--- src/rtl/ece571_cpu_driver.sv ---
// rtl/ece571_cpu_driver.sv - FIFO-buffered instruction sequencer for the ece571_cpu register/ALU ports
// Optional statistics outputs are enabled by defining ECE571_CPU_DRIVER_STATS_EN.
module ece571_cpu_driver #(
    parameter int DEPTH      = 4,
    parameter int RESULT_LAT = 1
) (
    input  logic        clk,
    input  logic        reset,
    input  logic        in_valid,
    output logic        in_ready,
    input  logic [1:0]  in_kind,
    input  logic [3:0]  in_rs1,
    input  logic [3:0]  in_rs2,
    input  logic [3:0]  in_rd,
    input  logic [31:0] in_wdata,
    output logic [3:0]  read_addr1,
    output logic [3:0]  read_addr2,
    output logic [3:0]  write_addr,
    output logic [31:0] write_data,
    output logic        we,
    input  logic [31:0] alu_result,
    output logic        rsp_valid,
    input  logic        rsp_ready,
    output logic [31:0] rsp_data,
    output logic [3:0]  rsp_rd,
    output logic        busy
`ifdef ECE571_CPU_DRIVER_STATS_EN
    ,
    output logic [15:0] stat_instr_cnt,
    output logic [15:0] stat_stall_cnt
`endif
);

    localparam int          AW       = $clog2(DEPTH);
    localparam logic [AW:0] FULL_CNT = (AW+1)'(DEPTH);
    localparam logic [2:0]  LAT_INIT = 3'(RESULT_LAT - 1);

    localparam logic [1:0] KIND_WRITE      = 2'b00;
    localparam logic [1:0] KIND_COMPUTE    = 2'b01;
    localparam logic [1:0] KIND_COMPUTE_WB = 2'b10;

    localparam logic [2:0] S_IDLE  = 3'd0;
    localparam logic [2:0] S_WR    = 3'd1;
    localparam logic [2:0] S_ISSUE = 3'd2;
    localparam logic [2:0] S_RESP  = 3'd3;
    localparam logic [2:0] S_WB    = 3'd4;

    logic [1:0]  kind_mem_q  [DEPTH];
    logic [3:0]  rs1_mem_q   [DEPTH];
    logic [3:0]  rs2_mem_q   [DEPTH];
    logic [3:0]  rd_mem_q    [DEPTH];
    logic [31:0] wdata_mem_q [DEPTH];

    logic [AW-1:0] wr_ptr_q, wr_ptr_d;
    logic [AW-1:0] rd_ptr_q, rd_ptr_d;
    logic [AW:0]   count_q, count_d;
    logic          push, pop;

    logic [1:0]  head_kind;
    logic [3:0]  head_rs1, head_rs2, head_rd;
    logic [31:0] head_wdata;

    logic [2:0]  state_q, state_d;
    logic [2:0]  lat_q, lat_d;
    logic [3:0]  cur_rd_q, cur_rd_d;
    logic        cur_wb_q, cur_wb_d;

    logic [3:0]  read_addr1_q, read_addr1_d;
    logic [3:0]  read_addr2_q, read_addr2_d;
    logic [3:0]  write_addr_q, write_addr_d;
    logic [31:0] write_data_q, write_data_d;
    logic        we_q, we_d;
    logic        rsp_valid_q, rsp_valid_d;
    logic [31:0] rsp_data_q, rsp_data_d;
    logic [3:0]  rsp_rd_q, rsp_rd_d;

    assign in_ready = (count_q != FULL_CNT);
    assign push     = in_valid && in_ready;
    // Pops only happen from IDLE, so at most one instruction is ever in flight.
    assign pop      = (state_q == S_IDLE) && (count_q != '0);

    assign head_kind  = kind_mem_q[rd_ptr_q];
    assign head_rs1   = rs1_mem_q[rd_ptr_q];
    assign head_rs2   = rs2_mem_q[rd_ptr_q];
    assign head_rd    = rd_mem_q[rd_ptr_q];
    assign head_wdata = wdata_mem_q[rd_ptr_q];

    always_ff @(posedge clk) begin
        if (push) begin
            kind_mem_q[wr_ptr_q]  <= in_kind;
            rs1_mem_q[wr_ptr_q]   <= in_rs1;
            rs2_mem_q[wr_ptr_q]   <= in_rs2;
            rd_mem_q[wr_ptr_q]    <= in_rd;
            wdata_mem_q[wr_ptr_q] <= in_wdata;
        end
    end

    always_comb begin
        wr_ptr_d = wr_ptr_q;
        rd_ptr_d = rd_ptr_q;
        count_d  = count_q;
        if (push) begin
            wr_ptr_d = wr_ptr_q + AW'(1);
        end
        if (pop) begin
            rd_ptr_d = rd_ptr_q + AW'(1);
        end
        case ({push, pop})
            2'b10:   count_d = count_q + (AW+1)'(1);
            2'b01:   count_d = count_q - (AW+1)'(1);
            default: count_d = count_q;
        endcase
    end

    always_comb begin
        state_d      = state_q;
        lat_d        = lat_q;
        cur_rd_d     = cur_rd_q;
        cur_wb_d     = cur_wb_q;
        read_addr1_d = read_addr1_q;
        read_addr2_d = read_addr2_q;
        write_addr_d = write_addr_q;
        write_data_d = write_data_q;
        we_d         = 1'b0;
        rsp_valid_d  = rsp_valid_q;
        rsp_data_d   = rsp_data_q;
        rsp_rd_d     = rsp_rd_q;

        case (state_q)
            S_IDLE: begin
                if (pop) begin
                    cur_rd_d = head_rd;
                    cur_wb_d = (head_kind == KIND_COMPUTE_WB);
                    case (head_kind)
                        KIND_WRITE: begin
                            write_addr_d = head_rd;
                            write_data_d = head_wdata;
                            we_d         = 1'b1;
                            state_d      = S_WR;
                        end
                        KIND_COMPUTE, KIND_COMPUTE_WB: begin
                            read_addr1_d = head_rs1;
                            read_addr2_d = head_rs2;
                            lat_d        = LAT_INIT;
                            state_d      = S_ISSUE;
                        end
                        default: state_d = S_IDLE;
                    endcase
                end
            end
            S_WR: begin
                state_d = S_IDLE;
            end
            S_ISSUE: begin
                if (lat_q == 3'd0) begin
                    rsp_data_d  = alu_result;
                    rsp_rd_d    = cur_rd_q;
                    rsp_valid_d = 1'b1;
                    state_d     = S_RESP;
                end else begin
                    lat_d = lat_q - 3'd1;
                end
            end
            S_RESP: begin
                if (rsp_ready) begin
                    rsp_valid_d = 1'b0;
                    if (cur_wb_q) begin
                        write_addr_d = cur_rd_q;
                        write_data_d = rsp_data_q;
                        we_d         = 1'b1;
                        state_d      = S_WB;
                    end else begin
                        state_d = S_IDLE;
                    end
                end
            end
            S_WB: begin
                state_d = S_IDLE;
            end
            default: begin
                state_d = S_IDLE;
            end
        endcase
    end

    always_ff @(posedge clk) begin
        if (!reset) begin
            wr_ptr_q     <= '0;
            rd_ptr_q     <= '0;
            count_q      <= '0;
            state_q      <= S_IDLE;
            lat_q        <= 3'd0;
            cur_rd_q     <= 4'd0;
            cur_wb_q     <= 1'b0;
            read_addr1_q <= 4'd0;
            read_addr2_q <= 4'd0;
            write_addr_q <= 4'd0;
            write_data_q <= 32'd0;
            we_q         <= 1'b0;
            rsp_valid_q  <= 1'b0;
            rsp_data_q   <= 32'd0;
            rsp_rd_q     <= 4'd0;
        end else begin
            wr_ptr_q     <= wr_ptr_d;
            rd_ptr_q     <= rd_ptr_d;
            count_q      <= count_d;
            state_q      <= state_d;
            lat_q        <= lat_d;
            cur_rd_q     <= cur_rd_d;
            cur_wb_q     <= cur_wb_d;
            read_addr1_q <= read_addr1_d;
            read_addr2_q <= read_addr2_d;
            write_addr_q <= write_addr_d;
            write_data_q <= write_data_d;
            we_q         <= we_d;
            rsp_valid_q  <= rsp_valid_d;
            rsp_data_q   <= rsp_data_d;
            rsp_rd_q     <= rsp_rd_d;
        end
    end

    assign read_addr1 = read_addr1_q;
    assign read_addr2 = read_addr2_q;
    assign write_addr = write_addr_q;
    assign write_data = write_data_q;
    assign we         = we_q;
    assign rsp_valid  = rsp_valid_q;
    assign rsp_data   = rsp_data_q;
    assign rsp_rd     = rsp_rd_q;
    assign busy       = (state_q != S_IDLE) || (count_q != '0);

`ifdef ECE571_CPU_DRIVER_STATS_EN
    logic        instr_done;
    logic [15:0] instr_cnt_q, instr_cnt_d;
    logic [15:0] stall_cnt_q, stall_cnt_d;

    // An instruction retires on leaving WR or WB, or on a plain COMPUTE response handshake.
    assign instr_done = (state_q == S_WR) || (state_q == S_WB) ||
                        ((state_q == S_RESP) && rsp_ready && !cur_wb_q);

    always_comb begin
        instr_cnt_d = instr_cnt_q;
        stall_cnt_d = stall_cnt_q;
        if (instr_done && (instr_cnt_q != 16'hFFFF)) begin
            instr_cnt_d = instr_cnt_q + 16'd1;
        end
        if (rsp_valid_q && !rsp_ready && (stall_cnt_q != 16'hFFFF)) begin
            stall_cnt_d = stall_cnt_q + 16'd1;
        end
    end

    always_ff @(posedge clk) begin
        if (!reset) begin
            instr_cnt_q <= 16'd0;
            stall_cnt_q <= 16'd0;
        end else begin
            instr_cnt_q <= instr_cnt_d;
            stall_cnt_q <= stall_cnt_d;
        end
    end

    assign stat_instr_cnt = instr_cnt_q;
    assign stat_stall_cnt = stall_cnt_q;
`endif

endmodule

--- config.mk ---
export PLATFORM = sky130hd
export DESIGN_NAME = ece571_cpu_driver
export DESIGN_NICKNAME = d
export VERILOG_FILES = /design/src/rtl/ece571_cpu_driver.sv
export SDC_FILE = /design/constraint.sdc
export NUM_CORES = 1
export LEC_CHECK = 0
export CAP_MARGIN = 10
export CORE_ASPECT_RATIO = 0.5
export CORE_MARGIN = 2
export CORE_UTILIZATION = 48
export CTS_CLUSTER_DIAMETER = 100
export DETAILED_ROUTE_END_ITERATION = 8
export HOLD_SLACK_MARGIN = 0.15
export PLACE_DENSITY = 0.8
export SYNTH_ARGS = -nofsm -noshare
export SYNTH_HDL_FRONTEND = slang
export SYNTH_SLANG_ARGS = --single-unit
--- constraint.sdc ---
create_clock -name clk -period 4.1 [get_ports clk]
set_input_delay 1.23 -clock clk [delete_from_list [all_inputs] [get_ports clk]]
set_output_delay 1.23 -clock clk [all_outputs]
set_load 0.02 [all_outputs]
==> impl_metrics.toml <==
[status]
status = "completed"

[floorplanning]
dieArea_um2 = 24900
core_area_um2 = 23000
start_util_pct = 49.2
io_pins = 166
rows = 39
die_w_um = 221
die_h_um = 113

[global_route]
grt_util_all_layers_pct = 21.7
first_global_vias = 7271
grt_max_degree = 66
antenna_found_initial = 1
overflow = 0
grt_first_pass_wirelength_mm = 42.5

[routing]
vias = 7131
ant_nets = 0
via_per_inst = 5.84
finalWirelength_mm = 27.1
post_drt_wl_per_cell_um = 22.2
drc_errors = 0
dr.pass1.iters = 5
drtIter0Drc = 837

[critical_path]
start_kind = "flop"
cp.required_ps = 2870
path_class = "flop to output port"
arrival_ps = 2230
critPathMaxFanout = 15
critPathCaptureType = "output port"

[synth]
synth_edf_count = 184
synth_common_cells = "184 x edfxtp_1, 102 x dfxtp_1, 78 x nand2_1"
yosysWarnings = 0
synth_most_common_cell = "edfxtp_1"
synth_top_cells_by_area = "edfxtp_1 49%, dfxtp_1 18%, mux4_2 9.2%"
synth_cell_types = 42
synth_top_area_share_pct = 48.8
synthArstFlopShare_pct = 0
synth-main-ff-cell = "edfxtp_1"
synthesis.instances = 744
ys_seq_area_share_pct = 66.9
synth_top_cell_by_area = "edfxtp_1"
synth_area_um2 = 11300
ys_ff_latch = 286
synth_nets = 836
postSynthAreaPerCell_um2 = 15.2

[clock_network]
cts_buffers = 25
cts.sinks = 286
clock_latency_ps = 520
clk_pin_slew_ps = 70
clock_path_buffers = 3
h-tree-depth = 1
cts_root_buf = "clkbuf_16"
cts_tree = "done"
holdBufCountCts = 0
post_cts_buffers = 0
cts_resized = 0

[placement]
io_buffers = 165
gp_congestion = 0.781
dp_hpwl_mm = 17.9

[power_and_ir_drop]
leakagePower_nw = 4.72
powerDensity_nw_per_um2 = 643
peakVddDrop_mv = 0.288

[timing]
hold_viol_final = 0
slew_headroom_pct = 39.4
setup_viol = 0
rsz0062_at_grt = "false"
fin_crit_sh_pct = 84.5
fin_tns_setup_ps = 0
fmax_mhz = 289
finalCriticalPeriod_ps = 3460
drv_slew = 0
worst_pin_slew_ps = 910
fin_skew_ps = 7.67

[finish]
areaGrowthSynthToFinish_pct = 23.8
postLayoutCoreUtil_pct = 60.9
layout-drive-gt1-share_pct = 16.3
finalNetCount = 987

[flow_run]
cap_violations = 0

[hold_path]
hold_path_class = "flop to flop"
[power by group]
group	leakage [nW]	total, mW	internal (mW)	switching (mW)
sequential	2.52	3.81	3.49	0.314
combinational	1.83	3.04	1.30	1.74
clock	0.362	2.16	1.17	0.993
total	4.72	9.01	5.96	3.05
[critical path: stages (launching register included)]
cell	delay, ps
dfxtp_1	670
nor3_2	100
buf_4	220
nand2_1	110
clkdlybuf4s50_1	610
[cells in the final DEF (no fill, tap or decap), drive strengths merged]
cell type / instances
nor4b: 2
or4: 1
clkbuf: 36
edfxtp: 184
clkinv: 9
or3b: 1
nand3: 8
ha: 9
nand4: 8
a31oi: 1
nand2: 78
clkinvlp: 1
mux4: 46
nor2: 5
xor2: 3
dfxtp: 102
and4: 1
nor4bb: 1
nor3b: 1
a22o: 1
nand3b: 1
o31ai: 10
buf: 22
inv: 19
diode: 1
a21o: 3
nand4bb: 1
a311oi: 2
clkdlybuf4s50: 165
a221oi: 37
fa: 1
a21oi: 60
nand2b: 1
or3: 3
and3: 5
nor3: 2
o21ai: 12
a211oi: 36
mux2i: 36
[state kept, by name, summed over array words and instances (netlist names), named ones only]
| signal | count |
|---|---|
| rd_ptr_q | 2 |
| rs1_mem_q | 16 |
| read_addr1 | 4 |
| kind_mem_q | 8 |
| state_q | 3 |
| write_addr | 4 |
| rsp_data | 32 |
| we | 1 |
| wr_ptr_q | 2 |
| rsp_rd | 4 |
| count_q | 3 |
| write_data | 32 |
| rd_mem_q | 16 |
| cur_wb_q | 1 |
| cur_rd_q | 4 |
| wdata_mem_q | 128 |
| read_addr2 | 4 |
| lat_q | 3 |
| rs2_mem_q | 16 |
| rsp_valid | 1 |
[metal layers]
layer,vias up,share of wire [%],GRT usage (%)
met1,3586,43,30.5
met5,-,0,0
met4,0,3.1,7.65
li1,3193,-,-
met3,50,6.1,3.25
met2,302,48,34.9
[final cells by class]
cell class	count	area, µm²
diodes	1	2.50
clock buffers	36	687
clock inverters	10	50.0
fillers	1638	8980
inverters	19	72.6
multi-input cells	376	3400
flip-flops and latches	286	7570
well taps	307	384
repair buffers	187	1840
[path summary, 6_finish.rpt]
check,startpoint,endpoint,slack (ps),cells after the start
worst max-delay path,state_q[0]$_SDFFE_PN0P_,busy,640,4
worst min register to register,rsp_rd[2]$_SDFFE_PN0P_,rsp_rd[2]$_SDFFE_PN0P_,470,2
worst max register to register,state_q[0]$_SDFFE_PN0P_,count_q[2]$_SDFFE_PN0P_,1370,8
worst min-delay path,rsp_rd[2]$_SDFFE_PN0P_,rsp_rd[2]$_SDFFE_PN0P_,470,2
[logic make-up (layout without fill, tap and decap cells)]
logic type | count (synthesis) | in the layout | share of synthesized area (%)
multiplexers | 82 | 82 | 12.3
AO/OA/AOI/OAI | 162 | 162 | 10.9
AND/OR/NAND/NOR | 119 | 119 | 5.11
buffers and inverters | 82 | 252 | 3.36
other | 0 | 1 | 0
flip-flops | 286 | 286 | 66.9
adder cells (fa/ha/maj) | 10 | 10 | 1.17
XOR/XNOR | 3 | 3 | 0.232
[stage by stage]
stage | cell area (µm²) | std cells | power [mW] | setup slack [ps] | hold slack [ps]
floorplan | 11300 | 744 | 5.78 | 1060 | 437
global placement | 13300 | 1175 | 6.79 | 882 | 453
detailed placement | 13300 | 1175 | 6.89 | 832 | 462
CTS | 14000 | 1221 | 9.04 | 638 | 471
global route | 14000 | 1222 | 9.42 | 513 | 491
finish | 14000 | 1222 | 9.01 | 636 | 469
(Power assumes the default switching activity.)
